## src/rtl/fft_seq_ctrl.sv

```systemverilog
// -----------------------------------------------------------------------------
// fft_seq_ctrl
//
// Phase sequencer for the in-place FFT datapath. A frame walks through three
// phases that steer the butterfly core's operand mux:
//   BUF  (sel_sig=0) for BUF_LEN cycles
//   IN   (sel_sig=1) for IN_LEN cycles
//   MEM  (sel_sig=2) for MEM_LEN cycles, repeated STAGES times
// After the last MEM stage the block either returns to IDLE or, when cont is
// high, starts the next frame in BUF with no gap cycle.
//
// Ports
//   clk        in   system clock, rising edge
//   rst_n      in   asynchronous active-low reset
//   start      in   begin a frame (only looked at in IDLE)
//   cont       in   continuous mode (only looked at on the final frame cycle)
//   stall      in   freeze state and counters; frame_done is suppressed
//   abort      in   synchronous return to IDLE, highest priority
//   sel_sig    out  [1:0] mux select: 0 buffer/none, 1 input, 2 memory
//   phase_cnt  out  [CNT_W-1:0] cycle index inside the current phase
//   stage_idx  out  [STG_W-1:0] memory stage, 0 outside MEM
//   busy       out  high in any state other than IDLE
//   frame_done out  one-cycle pulse on the final (unstalled) cycle of a frame
//
// sel_sig, busy and frame_done are decoded combinationally from the state
// registers (and stall/abort for frame_done) so they line up with the
// datapath in the same cycle.
// -----------------------------------------------------------------------------
module fft_seq_ctrl #(
    parameter int BUF_LEN = 2,
    parameter int IN_LEN  = 2,
    parameter int MEM_LEN = 2,
    parameter int STAGES  = 2,
    parameter int CNT_W   = 4,
    parameter int STG_W   = 2
) (
    input  logic             clk,
    input  logic             rst_n,
    input  logic             start,
    input  logic             cont,
    input  logic             stall,
    input  logic             abort,
    output logic [1:0]       sel_sig,
    output logic [CNT_W-1:0] phase_cnt,
    output logic [STG_W-1:0] stage_idx,
    output logic             busy,
    output logic             frame_done
);

    typedef enum logic [1:0] {
        ST_IDLE = 2'd0,
        ST_BUF  = 2'd1,
        ST_IN   = 2'd2,
        ST_MEM  = 2'd3
    } state_e;

    // Terminal counter values; a length of 1 makes the terminal value 0.
    localparam logic [CNT_W-1:0] BUF_LAST = CNT_W'(BUF_LEN - 1);
    localparam logic [CNT_W-1:0] IN_LAST  = CNT_W'(IN_LEN - 1);
    localparam logic [CNT_W-1:0] MEM_LAST = CNT_W'(MEM_LEN - 1);
    localparam logic [STG_W-1:0] STG_LAST = STG_W'(STAGES - 1);

    state_e           state_q, state_d;
    logic [CNT_W-1:0] cnt_q, cnt_d;
    logic [STG_W-1:0] stg_q, stg_d;
    logic             final_s;

    // Last cycle of the last memory stage, before stall/abort qualification.
    assign final_s = (state_q == ST_MEM) && (cnt_q == MEM_LAST) && (stg_q == STG_LAST);

    // State and counter registers.
    always_ff @(posedge clk or negedge rst_n) begin
        if (!rst_n) begin
            state_q <= ST_IDLE;
            cnt_q   <= {CNT_W{1'b0}};
            stg_q   <= {STG_W{1'b0}};
        end else begin
            state_q <= state_d;
            cnt_q   <= cnt_d;
            stg_q   <= stg_d;
        end
    end

    // Next-state logic: abort beats everything, stall freezes only non-IDLE states.
    always_comb begin
        state_d = state_q;
        cnt_d   = cnt_q;
        stg_d   = stg_q;
        if (abort) begin
            state_d = ST_IDLE;
            cnt_d   = {CNT_W{1'b0}};
            stg_d   = {STG_W{1'b0}};
        end else if (stall && (state_q != ST_IDLE)) begin
            state_d = state_q;
        end else begin
            case (state_q)
                ST_IDLE: begin
                    if (start) begin
                        state_d = ST_BUF;
                        cnt_d   = {CNT_W{1'b0}};
                        stg_d   = {STG_W{1'b0}};
                    end else begin
                        state_d = ST_IDLE;
                    end
                end
                ST_BUF: begin
                    if (cnt_q == BUF_LAST) begin
                        state_d = ST_IN;
                        cnt_d   = {CNT_W{1'b0}};
                    end else begin
                        cnt_d   = cnt_q + CNT_W'(1);
                    end
                end
                ST_IN: begin
                    if (cnt_q == IN_LAST) begin
                        state_d = ST_MEM;
                        cnt_d   = {CNT_W{1'b0}};
                        stg_d   = {STG_W{1'b0}};
                    end else begin
                        cnt_d   = cnt_q + CNT_W'(1);
                    end
                end
                ST_MEM: begin
                    if (cnt_q == MEM_LAST) begin
                        cnt_d = {CNT_W{1'b0}};
                        if (stg_q == STG_LAST) begin
                            // Frame end: back-to-back frame in continuous mode.
                            stg_d   = {STG_W{1'b0}};
                            state_d = cont ? ST_BUF : ST_IDLE;
                        end else begin
                            stg_d   = stg_q + STG_W'(1);
                        end
                    end else begin
                        cnt_d = cnt_q + CNT_W'(1);
                    end
                end
                default: begin
                    state_d = ST_IDLE;
                    cnt_d   = {CNT_W{1'b0}};
                    stg_d   = {STG_W{1'b0}};
                end
            endcase
        end
    end

    // Output decode from the registered state.
    always_comb begin
        sel_sig = 2'd0;
        busy    = 1'b1;
        case (state_q)
            ST_IDLE: begin
                sel_sig = 2'd0;
                busy    = 1'b0;
            end
            ST_BUF:  sel_sig = 2'd0;
            ST_IN:   sel_sig = 2'd1;
            ST_MEM:  sel_sig = 2'd2;
            default: begin
                sel_sig = 2'd0;
                busy    = 1'b0;
            end
        endcase
    end

    assign phase_cnt  = cnt_q;
    assign stage_idx  = stg_q;
    assign frame_done = final_s && !stall && !abort;

endmodule
```

## config.mk

```make
export PLATFORM = sky130hd
export DESIGN_NAME = fft_seq_ctrl
export DESIGN_NICKNAME = d
export VERILOG_FILES = /design/src/rtl/fft_seq_ctrl.sv
export SDC_FILE = /design/constraint.sdc
export NUM_CORES = 1
export LEC_CHECK = 0
export CORE_AREA = 5 5 42 44
export CTS_BUF_LIST = sky130_fd_sc_hd__clkbuf_8
export CTS_CLUSTER_DIAMETER = 120
export DETAILED_ROUTE_END_ITERATION = 10
export DIE_AREA = 0 0 47 49
export GPL_TIMING_DRIVEN = 0
export HOLD_SLACK_MARGIN = 0.15
export PLACE_DENSITY = 0.79
export REMOVE_ABC_BUFFERS = 1
export SETUP_SLACK_MARGIN = 0.15
export SYNTH_ARGS = -nofsm -noshare
export SYNTH_HDL_FRONTEND = slang
export SYNTH_SLANG_ARGS = --single-unit
export TNS_END_PERCENT = 20
```

## constraint.sdc

```tcl
create_clock -name clk -period 2.1 [get_ports clk]
set_input_delay 0.42 -clock clk [delete_from_list [all_inputs] [get_ports clk]]
set_output_delay 0.42 -clock clk [all_outputs]
set_load 0.1 [all_outputs]
```

==> flow_summary.yaml, run 1 <==
sta:
  rsz0062_at_grt: "true"
  max_freq_ghz: 0.485
  fin_skew_ns: 0.00645
  finalMaxSlewViolations: 0
  hold_ws_ns: 0.464
  fin_crit_sh: 0.982
  finalSetupViolCount: 0
  slew-limit-headroom: 0.365
  hold_viol_final: 0
  min_period_ns: 2.06
  worst_pin_slew_ns: 0.957
  setup_tns_ns: 0
cells_and_area:
  antennaDiodeCount: 0
  instances_no_fill: 98
  final_layout_size_suffix_gt1_frac: 0.256
  area_growth_pct: 45.7
  multiInputGateArea_um2: 410
  fillCellCount: 143
  regArea_um2: 203
  nets: 97
pwr:
  power_density_nw_per_um2: 1080
  p_leak_nw: 0.363
  p_int_mw: 0.472
  power_mw: 0.904
  p_clk_frac: 0.209
  ir_drop_uv: 702
  pwr-share-comb: 0.555
  p_sw_mw: 0.432
  switching_share: 0.478
  p_seq_frac: 0.236
setup_path:
  cp-start-kind: "input port"
  arrival_ns: 1.64
  criticalPathCategory: "in2out"
  required_ns: 1.68
  worstPathMaxFanout: 10
  slowest_delay_ns: 0.60
  cp_cell_sequence: "clkdlybuf4s50_1, nor4_4, buf_6"
  critPathSlowestCell: "clkdlybuf4s50_1"
  crit_path_end_kind: "output port"
synthesis:
  synthCells: 65
  yosysSeqAreaShare: 0.348
  synth_area_um2: 576
  synth_area_per_cell_um2: 8.85
  yosysUniqueCellTypes: 26
  ys_warn_count: 0
  ys_ff_latch: 8
min_path:
  hp-class: "in2async"
routing:
  drt_first_iter_violations: 8
  via_count: 528
  drc: 0
  ant_nets: 0
  drt_first_pass_iters: 4
  routed_wl_mm: 1.34
  wire_per_inst_um: 13.6
  via_per_inst: 5.39
floorplan:
  core_um2: 1400
  rows: 14
  initial_utilization: 0.411
  die_x_um: 47
  die_area_um2: 2300
  die_h_um: 49
  ios: 16
global_routing:
  grt_pass1_wl_mm: 2.30
  grt_pass1_vias: 540
  antenna_found_initial: 0
  grt_overflow_total: 0
  grt_max_degree: 11
  grt.total_usage: 0.141
clock_tree:
  htreeDepth: 1
  tritoncts: "built"
  numCtsBuffers: 3
  path_clk_slew_ns: 0.04
  hold_buffers: 0
  worstSkewPairLatency_ns: 0.24
  clock_path_buffers: 2
  clockRootBuffer: "clkbuf_8"
  clkSinkCount: 8
place:
  place_inst: 94
  port_buffers: 15
  hpwl_um: 913
  gp_congestion: 0.722
flow_run:
  drv_cap: 0
outcome:
  status: "finished, final reports clean"
## placed cells by master, fill, tap and decap left out, types with 3 or more instances in the layout
| cell type | instances |
|---|---|
| dfrtp_1 | 6 |
| o21ai_0 | 5 |
| nand3_1 | 3 |
| ha_1 | 3 |
| nand2_1 | 5 |
| nor2_1 | 4 |
| clkbuf_8 | 3 |
| dlygate4sd2_1 | 4 |
| a21oi_1 | 3 |
| clkdlybuf4s50_1 | 5 |
| inv_1 | 3 |
| nand2b_1 | 5 |
## routing by layer
metal | vias up | track usage | share of wire
met4 | 0 | 0.0829 | 0.028
met2 | 12 | 0.219 | 0.49
met5 | - | 0 | 0
met3 | 5 | 0.0480 | 0.053
met1 | 244 | 0.160 | 0.43
li1 | 267 | - | -
## cell families (layout without fill, tap and decap cells)
group                      count (synthesis)  after routing  synth area share
DFF                                        8              8             0.348
AOI/OAI and AO/OA                         12             12             0.135
buffers and inverters                      6             23            0.0413
muxes                                      2              2            0.0348
and+or+nand+nor                           30             30             0.289
adders and majority gates                  7              7             0.152
## stage by stage
stage | setup WS, ns | util | instance area [um^2]
2_1_floorplan | -2.90 | - | 567
3_3_place_gp | -0.856 | 0.526 | 737
3_5_place_dp | -0.888 | 0.526 | 737
4_1_cts | -0.0815 | 0.573 | 803
5_1_grt | -0.0815 | 0.598 | 838
6_report | 0.0382 | 0.598 | 838
## cells in the mapped netlist
master	number	area, um^2
buf_2	1	5.00
nand2_1	6	22.5
clkbuf_1	1	3.75
dfrtp_1	8	200
nor2_1	4	15.0
nor3b_1	1	7.51
nor3_1	2	10.0
a211o_2	1	10.0
nand3_1	3	15.0
inv_1	4	15.0
or3b_1	1	8.76
o31a_1	1	8.76
nand2b_1	5	31.3
mux2i_1	2	20.0
nand3b_1	1	7.51
o22a_1	1	8.76
or3_1	1	6.26
a222oi_1	1	10.0
o21ai_0	5	25.0
or4_1	1	7.51
and2_1	1	6.26
ha_1	7	87.6
nor4_1	2	12.5
a21oi_1	3	15.0
nor4b_1	1	8.76
or2b_1	1	7.51
## worst max-delay path, delay by kind of cell
family | cells | cell delay, ns
and+or+nand+nor | 1 | 0.36
buffers and inverters | 2 | 0.86
## power by group through the flow
stage	clock [mW]	combinational [mW]	sequential, mW
global route	0.209	0.549	0.218
global placement	0	0.475	0.200
CTS	0.196	0.488	0.203
detailed placement	0	0.480	0.202
finish	0.189	0.502	0.213
floorplan	0	0.350	0.231
## area by class of cell
cell class | count | share of cell area
flip-flops and latches | 8 | 0.242
well taps | 16 | 0.0239
repair buffers | 16 | 0.178
clock buffers | 3 | 0.0493
inverters | 4 | 0.0179
multi-input cells | 51 | 0.490
## final timing paths
check	depth (start not counted)	start	slack, ns	endpoint
min in group clk	2	phase_cnt[1]	0.57	phase_cnt[1]
worst max-delay path	3	abort	0.04	frame_done
worst min register to register	2	phase_cnt[1]	0.57	phase_cnt[1]
worst min-delay path	1	rst_n	0.46	phase_cnt[0]
worst max register to register	6	phase_cnt[1]	0.16	state_q[1]
max in group asynchronous	1	rst_n	1.34	state_q[0]
## sequential cells by signal, indices dropped and copies added, names as in the netlist
register,count
stage_idx,2
phase_cnt,4
state_q,2
## repair_timing
action | 4_1_cts | 5_1_grt
setup endpoints to repair | 12 | 9
endpoints found under the hold margin | 0 | 0
gates resized for setup | 34 | 11
pin swaps | 1 | 2
buffers inserted | 0 | 1
(Power assumes the default switching activity.)
==> run 2, diff against run 1 <==
Settings changed: CORE_AREA 5 5 42 44 to not set, CORE_MARGIN set to 5, CORE_UTILIZATION set to 30, DIE_AREA 0 0 47 49 to not set, PLACE_DENSITY 0.79 to not set.
==> flow_summary.yaml, run 2 (synthesized netlist as in run 1, its figures left out) <==
cells_and_area:
  area_growth_pct: 45.9
  final_cell_mix: "nand2_1, nand2b_1, o21ai_0, dfrtp_1"
  final_common_cell: "nand2_1"
  final_core_util: 0.471
  largest_reg_flops: 4
  antennaDiodeCount: 0
  fillCellCount: 178
  final_layout_size_suffix_gt1_frac: 0.280
  regArea_um2: 204
  instances_no_fill: 107
  nets: 97
  multiInputGateArea_um2: 399
floorplan:
  rows: 15
  initial_utilization: 0.323
  ios: 16
  die_area_um2: 2890
  core_um2: 1780
  die_h_um: 53.8
  die_x_um: 53.8
sta:
  slew-limit-headroom: 0.359
  setup_ws_ns: 0.0247
  rsz0062_at_grt: "true"
  max_freq_ghz: 0.482
  fin_crit_sh: 0.988
  setup_tns_ns: 0
  min_period_ns: 2.08
  hold_viol_final: 0
  worst_pin_slew_ns: 0.965
  finalMaxSlewViolations: 0
  finalSetupViolCount: 0
  fin_skew_ns: 0.000687
global_routing:
  grt_pass1_vias: 460
  grt_max_degree: 11
  grt.total_usage: 0.0994
  grt_pass1_wl_mm: 2.03
  antenna_found_initial: 0
  grt_overflow_total: 0
clock_tree:
  path_clk_slew_ns: 0.04
  clkSinkCount: 8
  worstSkewPairLatency_ns: 0.22
  hold_buffers: 0
  clockRootBuffer: "clkbuf_8"
  tritoncts: "built"
  htreeDepth: 1
  clock_path_buffers: 2
  numCtsBuffers: 3
outcome:
  status: "finished, final reports clean"
place:
  dp_worst_setup_slack_ns: -0.867
  hpwl_mm: 1.01
  place_inst: 103
  port_buffers: 15
  gp_congestion: 0.749
setup_path:
  criticalPathCategory: "reg2out"
  r2r_slack_ns: 0.14
  worstReg2RegEnd: "state_q[1]"
  crit_path_end_kind: "output port"
  worstPathMaxFanout: 8
  required_ns: 1.68
  arrival_ns: 1.66
  rr_startpoint: "state_q[1]"
  r2r_cells: 6
  cp-start-kind: "register"
pwr:
  p_leak_nw: 0.361
  power_mw: 0.893
  power_density_nw_per_um2: 1060
  ir_drop_uv: 637
flow_run:
  drv_cap: 0
routing:
  drc: 0
  routed_wl_mm: 1.33
  drt_first_iter_violations: 11
  drt_first_pass_iters: 4
  via_per_inst: 4.77
  via_count: 510
  ant_nets: 0
  wire_per_inst_um: 12.4
min_path:
  hp-class: "in2async"
run 2: cell count changes in the layout (fill, tap and decap cells not counted), sizes merged:
cell | previous run | this run
clkbuf | 4 | 5
clkdlybuf4s15 | 2 | 3
clkdlybuf4s18 | 1 | 0
clkdlybuf4s50 | 5 | 4
dlygate4sd2 | 4 | 3
dlymetal6s2s | 0 | 1
run 2: power by group:
group / internal (mW) / switching [mW] / leakage (nW)
sequential: 0.177 / 0.0388 / 0.106
combinational: 0.168 / 0.333 / 0.233
clock: 0.123 / 0.0521 / 0.0216
total: 0.469 / 0.424 / 0.361
run 2: layer usage:
metal,track usage,vias up,share of wire
li1,-,264,-
met2,0.151,7,0.47
met5,0,-,0
met1,0.124,234,0.47
met3,0.0166,5,0.035
met4,0.0766,0,0.029
run 2: layout make-up:
cell class	count	area share
Multi-Input combinational cell	51	0.475
Clock buffer	3	0.0492
Inverter	4	0.0179
Timing Repair Buffer	16	0.177
Tap cell	25	0.0373
Sequential cell	8	0.243
run 2: worst max-delay path by stage:
stage,end,start,cells past startpoint,slack [ns]
2_1_floorplan,frame_done,phase_cnt[0],4,-2.90
3_3_place_gp,frame_done,abort,3,-0.87
3_5_place_dp,frame_done,phase_cnt[0],5,-0.87
4_1_cts,frame_done,phase_cnt[1],6,-0.09
5_1_grt,frame_done,phase_cnt[1],6,-0.06
6_report,frame_done,state_q[1],4,0.02
run 2: what timing repair did:
| action | 4_1_cts | 5_1_grt |
|---|---|---|
| buffers inserted | 0 | 1 |
| gates resized for setup | 35 | 12 |
| endpoints found under the hold margin | 0 | 0 |
| setup endpoints to repair | 12 | 9 |
| pin swaps | 1 | 4 |
run 2: worst max-delay path: stages, from the launching register on:
cell	delay, ns
dfrtp_2	0.44
ha_4	0.20
or2b_1	0.25
nor4_2	0.27
buf_6	0.27
run 2: through the flow:
step	hold slack, ns	area [um^2]
6_report	0.463	840
4_1_cts	0.470	807
5_1_grt	0.491	840
3_5_place_dp	0.569	748
2_1_floorplan	0.124	567
3_3_place_gp	0.565	748
